**config.mk**
```make
export PLATFORM = sky130hd
export DESIGN_NAME = ebn
export DESIGN_NICKNAME = d
export VERILOG_FILES = /design/src/rtl/ebn.sv
export SDC_FILE = /design/constraint.sdc
export NUM_CORES = 1
export LEC_CHECK = 0
export ABC_AREA = 1
export BUFFER_PORTS_ARGS = -buffer_cell sky130_fd_sc_hd__buf_2
export CORE_MARGIN = 2
export CORE_UTILIZATION = 58
export CTS_CLUSTER_SIZE = 12
export DETAILED_ROUTE_END_ITERATION = 10
export PLACE_DENSITY = 0.84
export SYNTH_ARGS = -nofsm -noshare
export SYNTH_HDL_FRONTEND = slang
export SYNTH_SLANG_ARGS = --single-unit
```
**constraint.sdc**
```tcl
create_clock -name clk -period 2.1 [get_ports clk]
set_input_delay 0.315 -clock clk [delete_from_list [all_inputs] [get_ports clk]]
set_output_delay 0.315 -clock clk [all_outputs]
set_load 0.05 [all_outputs]
```
**src/rtl/ebn.sv**
```systemverilog
// ---------------------------------------------------------------------------
// ebn -- elastic buffer node: a DEPTH-entry FIFO between a valid/ready
// upstream (t_*) and a valid/ready downstream (i_*) interface.
//
// Optional feature macro: EBN_LEVEL_EN
//   When defined, the occupancy output i_level is added to the port list.
//   When undefined, i_level is absent and the datapath is unchanged.
//
// Ports
//   clk      in   sole clock, rising edge
//   rstf     in   asynchronous active-low reset
//   t_data   in   upstream payload [DWIDTH]
//   t_valid  in   upstream payload valid
//   t_ready  out  buffer can accept a beat (registered)
//   i_data   out  head-of-buffer payload (registered storage)
//   i_valid  out  head-of-buffer valid (registered state)
//   i_ready  in   downstream accepts head
//   i_level  out  occupancy 0..DEPTH [$clog2(DEPTH+1)] (EBN_LEVEL_EN only)
// ---------------------------------------------------------------------------
module ebn #(
   parameter int DWIDTH = 32,
   parameter int DEPTH  = 2
) (
   input  logic                       clk,
   input  logic                       rstf,
   input  logic [DWIDTH-1:0]          t_data,
   input  logic                       t_valid,
   output logic                       t_ready,
   output logic [DWIDTH-1:0]          i_data,
   output logic                       i_valid,
   input  logic                       i_ready
`ifdef EBN_LEVEL_EN
   ,
   output logic [$clog2(DEPTH+1)-1:0] i_level
`endif
);

   localparam int PW = (DEPTH > 1) ? $clog2(DEPTH) : 1;
   localparam int CW = $clog2(DEPTH + 1);
   localparam logic [PW-1:0] LAST_PTR = PW'(DEPTH - 1);
   localparam logic [CW-1:0] FULL_CNT = CW'(DEPTH);

   logic [DWIDTH-1:0] mem [DEPTH];
   logic [PW-1:0]     rd_ptr;
   logic [PW-1:0]     wr_ptr;
   logic [CW-1:0]     count;
   logic [CW-1:0]     count_next;
   logic              ready_r;
   logic              push;
   logic              pop;

   // Modulo-DEPTH increment; works for any DEPTH, not only powers of two.
   function automatic logic [PW-1:0] next_ptr(input logic [PW-1:0] p);
      if (p == LAST_PTR) begin
         next_ptr = '0;
      end else begin
         next_ptr = p + 1'b1;
      end
   endfunction

   // Handshakes only ever see registered ready/valid, so there is no
   // combinational path from i_ready or t_valid back to t_ready.
   assign push = t_valid & ready_r;
   assign pop  = i_valid & i_ready;

   always_comb begin
      count_next = count;
      if (push && !pop) begin
         count_next = count + 1'b1;
      end else if (pop && !push) begin
         count_next = count - 1'b1;
      end
   end

   // t_ready is held in its own flop rather than decoded from count so it
   // reads 0 while reset is asserted and rises at the first edge after.
   always_ff @(posedge clk or negedge rstf) begin
      if (!rstf) begin
         rd_ptr  <= '0;
         wr_ptr  <= '0;
         count   <= '0;
         ready_r <= 1'b0;
      end else begin
         count   <= count_next;
         ready_r <= (count_next < FULL_CNT);
         if (push) begin
            wr_ptr <= next_ptr(wr_ptr);
         end
         if (pop) begin
            rd_ptr <= next_ptr(rd_ptr);
         end
      end
   end

   // Storage is cleared on reset so an empty buffer presents i_data = 0.
   always_ff @(posedge clk or negedge rstf) begin
      if (!rstf) begin
         for (int i = 0; i < DEPTH; i++) begin
            mem[i] <= '0;
         end
      end else if (push) begin
         mem[wr_ptr] <= t_data;
      end
   end

   assign t_ready = ready_r;
   assign i_valid = (count != '0);
   assign i_data  = mem[rd_ptr];

`ifdef EBN_LEVEL_EN
   assign i_level = count;
`endif

endmodule

```
-- After elaboration in Yosys (flattened, before gate mapping)
Cells that the tools add are included.
- $lt $le $gt $ge: 4
- reductions and logical operators: 6
- bitwise logic cells: 4
- divide/modulo/power cells: 0
- shifts and indexed selects: 0
- multipliers: 0
- equal/unequal tests: 0
- mux-type cells: 10
- $add $sub $neg: 4
- operators with widths (kind ; count):
    32-bit 2-to-1 mux ; 4
    64-bit bitwise mux ; 1
    32-bit demux with 1-bit select ; 1
    2-bit >= comparator, second input constant ; 2
    2-bit 2-to-1 mux ; 2
    1-bit NOT with 2-bit output ; 2
    1-bit logical AND ; 3
    1-bit adder, second input constant ; 2
    2-bit by 1-bit adder with 2-bit output, second input constant ; 1
    1-bit AND ; 2
    1-bit zero test ; 2
    2-bit by 1-bit < comparator with 1-bit output, second input constant ; 1
    2-bit < comparator, second input constant ; 1
    1-bit 2-to-1 mux ; 2
    2-bit nonzero test ; 1
    2-bit by 1-bit subtractor with 2-bit output, second input constant ; 1
- flip-flop bits (word level): 69
- logic and storage cells: 34
- input port bits: 36
- memory bits (read-only): 0
- output and inout port bits: 34
- memories kept: 0
- bits in latches: 0
- memory bits (writable): 0

-- Logic depth before layout (Yosys ltp)
- depth in word-level cells: 6
- depth in mapped cells: 10
- mapped depth without buffers: 10

-- Worst setup path after synthesis
Ideal clock, no wire load.
- path type: reg2reg
- from: register count[0]
- to: register count[0]
- path buffers: 0
- library setup time: 0.126 ns
- clock period less this slack: 1.655 ns
- cell stages (with the launch flop): 9
- slack: 0.445 ns
- arrival: 1.529 ns
- required time: 1.974 ns
- cells stage by stage: dfrtp_1 inv_1 ha_1 inv_1 nand2_1 ha_1 inv_1 nand3_1 o21ai_0
- cells in the longest elaborated chain, start to end: 5
- elaborated cells between the ends (all ways): 9
- those cells by class: add/sub: 2; mux: 2; bitwise: 1; reduce/logical: 4
- ends and longest elaborated chain (element ; RTL line ; RTL):
    from (decl) ; 46 ; logic [CW-1:0] count;
    from (signal assigned) ; 84 ; count <= count_next;
    2-bit nonzero test (*) ; 107 ; assign i_valid = (count != '0);
    via i_valid ; 30 ; output logic i_valid,
    1-bit AND (*) ; 64 ; assign pop = i_valid & i_ready;
    1-bit logical AND or 1-bit zero test (tied branches) ; 70, 68 ;
    2-bit 2-to-1 mux or 1-bit logical AND (tied branches) ; 70, 68 ;
    2-bit 2-to-1 mux (*) ; 68 ; if (push && !pop) begin
The timed path passes the listed nets; every way through them passes the cells marked *.
A chain may end at the register's enable or synchronous reset.

-- Worst setup path after layout
- from: register rd_ptr
- to: output port i_data[26]
- cells in the longest elaborated chain, start to end: 4
- ends and longest elaborated chain (element ; RTL line ; RTL):
    from (decl) ; 44 ; logic [PW-1:0] rd_ptr;
    from (signal assigned) ; 90 ; rd_ptr <= next_ptr(rd_ptr);
    1-bit NOT with 2-bit output (not written as such) ; 108 ; assign i_data = mem[rd_ptr];
    32-bit 2-to-1 mux (not written as such) (3 in a row) ; 108 ;
    to (decl) ; 29 ; output logic [DWIDTH-1:0] i_data,
Every way passes these cells. The select of a mux whose other input is x is not followed.

==> reports/qor.yml <==
met2_length_mm: 3.00
setup_viol: 0
nets: 484
antenna_left: 0
layoutNonFillerInstCount: 522
rsz0062_at_grt: "no"
top_layer: "met4"
yosys.cell_types.count: 21
reg2reg_setup_slack_ps: 600
worstHoldEndpoint: "mem[55]"
grt_max_degree: 65
clock-sinks: 69
fin_worst_skew_ps: 8.44
grt_pass1_wl_mm: 10.9
period_minus_slack_ps: 1760
die_h_um: 78.6
crit_type: "reg -> out"
placementRows: 27
port_buffers: 69
drc: 0
syn-cell-area_mm2: 0.00323
maxCapViolations: 0
synth_cells: 377
ios: 70
cts_root_buf: "clkbuf_8"
drv_slew: 0
clkSlewWorstSetupHoldPaths_ps: 70
track_usage_pct: 22.7
max_freq_ghz: 0.567
start_util_pct: 59.4
max-clock-path-buffers: 2
cp.required_ps: 1780
cts_setup_buffers: 0
status: "complete, no violations"
worstMarginPinSlew_ps: 636
finalHoldViolations: 0
htree_num_levels: 3
cts_tree: "yes"
met3WireLength_um: 284
firstDrtPassIters: 4
syn_avg_cell_area_um2: 8.57
synth_top_area_cell: "dfrtp_1"
avgViaCountPerCell: 4.85
yosys-top-cells-area: "dfrtp_1, nand2_1, o21ai_2"
wl_mm: 6.19
vias: 2531
cts_buffers: 9
hold_class: "in -> reg"
worstSetupStartpointType: "register"
gp_congestion: 0.738
wirelength_met1_mm: 2.82
dp_hpwl_mm: 4.17
cts_resized: 0
min_from: "t_data[23]"
syn_nets: 416
areaGrowthSynthToFinish_pct: 18.1
regToRegEndpoint: "mem[20]"
setup-tns-final_ps: 0
dp_cells: 505
drt_iter0_markers: 177
r2r_start: "t_ready"
path_max_fanout: 16
fp.dieArea_mm2: 0.00619
fin_crit_sh_pct: 83.9
overflow: 0
yosysWarnings: 0
reg2regPathDepth: 2
ys_seq_area_share_pct: 53.4
antenna_cells: 0
wl_per_cell_um: 11.9
synth_seq_cells: 69
yosysTopAreaCellShare_pct: 53.4
core_mm2: 0.00544
end_kind: "output port"
min_path_cells: 3
die_w_um: 78.6
arrival_ps: 1450
relSlewSlack_pct: 57.6
antenna_found_initial: 0
drive_gt1_share_pct: 29.1
clk_latency_ps: 340
first_global_vias: 2477
layout by cell type, fill, tap and decap left out:
master | Yosys | routed
o21ai_1 | 14 | 14
nand3_1 | 2 | 2
a21oi_1 | 1 | 1
clkbuf_1 | 2 | 1
clkinv_2 | 0 | 2
buf_2 | 8 | 69
ha_1 | 3 | 3
clkbuf_8 | 0 | 11
dlygate4sd3_1 | 0 | 1
bufinv_16 | 0 | 2
clkinv_1 | 1 | 1
inv_1 | 41 | 41
nand2_1 | 163 | 163
dfrtp_1 | 69 | 69
buf_4 | 0 | 6
xor2_1 | 1 | 1
inv_2 | 1 | 1
nand3_4 | 1 | 2
o21ai_0 | 21 | 21
nor2_1 | 1 | 1
o21ai_2 | 30 | 30
buf_12 | 0 | 1
nand2_2 | 7 | 7
synth_stat cells:
master and count:
o21ai_2 30, nand3_1 2, clkbuf_1 2, inv_1 41, clkbuf_2 1, nand2_1 163
ha_1 3, nand3_4 1, nand2_2 7, xor2_1 1, buf_6 8, a21oi_1 1
dfrtp_1 69, o21ai_1 14, clkinv_1 1, buf_8 1, inv_2 1, o21ai_0 21
nor2_1 1, buf_2 8, nand3_2 1
worst max-delay path, cell delays in order, from the launching register on:
cell and delay [ps]:
dfrtp_1 400, clkinv_1 60, buf_4 220, nand2_1 90, nand2_1 80, buf_2 260
per-layer routing:
metal | track usage [%] | up-vias
li1 | - | 1290
met1 | 30.1 | 1173
met2 | 36.9 | 60
met3 | 4.83 | 8
met4 | 8.60 | 0
met5 | 0 | -
timing repair:
action                                  CTS  global route
hold endpoints to repair                 24             0
endpoints found under the setup margin    0             0
hold buffers                              1             0
stage by stage:
step	hold slack (ps)	instance area [um^2]	util (%)	setup WS [ps]
3_3_place_gp	328	3580	65.9	683
6_report	233	3820	70.2	337
2_1_floorplan	19.4	3230	-	445
4_1_cts	226	3820	70.2	324
5_1_grt	237	3820	70.2	256
3_5_place_dp	342	3580	65.9	599
sequential cells by signal, indices dropped and copies added (netlist names), named ones only:
| register | count |
|---|---|
| mem | 64 |
| count | 1 |
| rd_ptr | 1 |
| t_ready | 1 |
| wr_ptr | 1 |
worst max-delay path by stage:
| stage | from | to | slack [ps] | cells past startpoint |
|---|---|---|---|---|
| finish | rd_ptr | i_data[26] | 340 | 5 |
| global route | rd_ptr | i_data[26] | 260 | 5 |
| CTS | rd_ptr | i_data[26] | 320 | 5 |
| detailed placement | t_ready | mem[15] | 600 | 2 |
| global placement | t_valid | mem[43] | 680 | 5 |
| floorplan | count[0] | count[0] | 440 | 8 |
final cells by class:
class                      count  area (um^2)
inverter                      43          161
timing repair buffer          77          420
sequential                    69         1730
tap                           72         90.1
fill                         450         1620
multi-input combinational    245         1190
clock inverter                 4         70.1
clock buffer                  12          155
logic make-up after synthesis:
family                   count (synthesis)  share of synthesized area [%]
adder cells (fa/ha/maj)                  3                           1.16
AO/OA/AOI/OAI                           66                           13.7
XOR/XNOR                                 1                          0.271
flip-flops                              69                           53.4
buffers and inverters                   63                           9.87
AND/OR/NAND/NOR                        175                           21.6
Power is left out: the tool's default activity adds up to more than one toggle a clock period on the data nets, which glitch-free logic cannot reach.
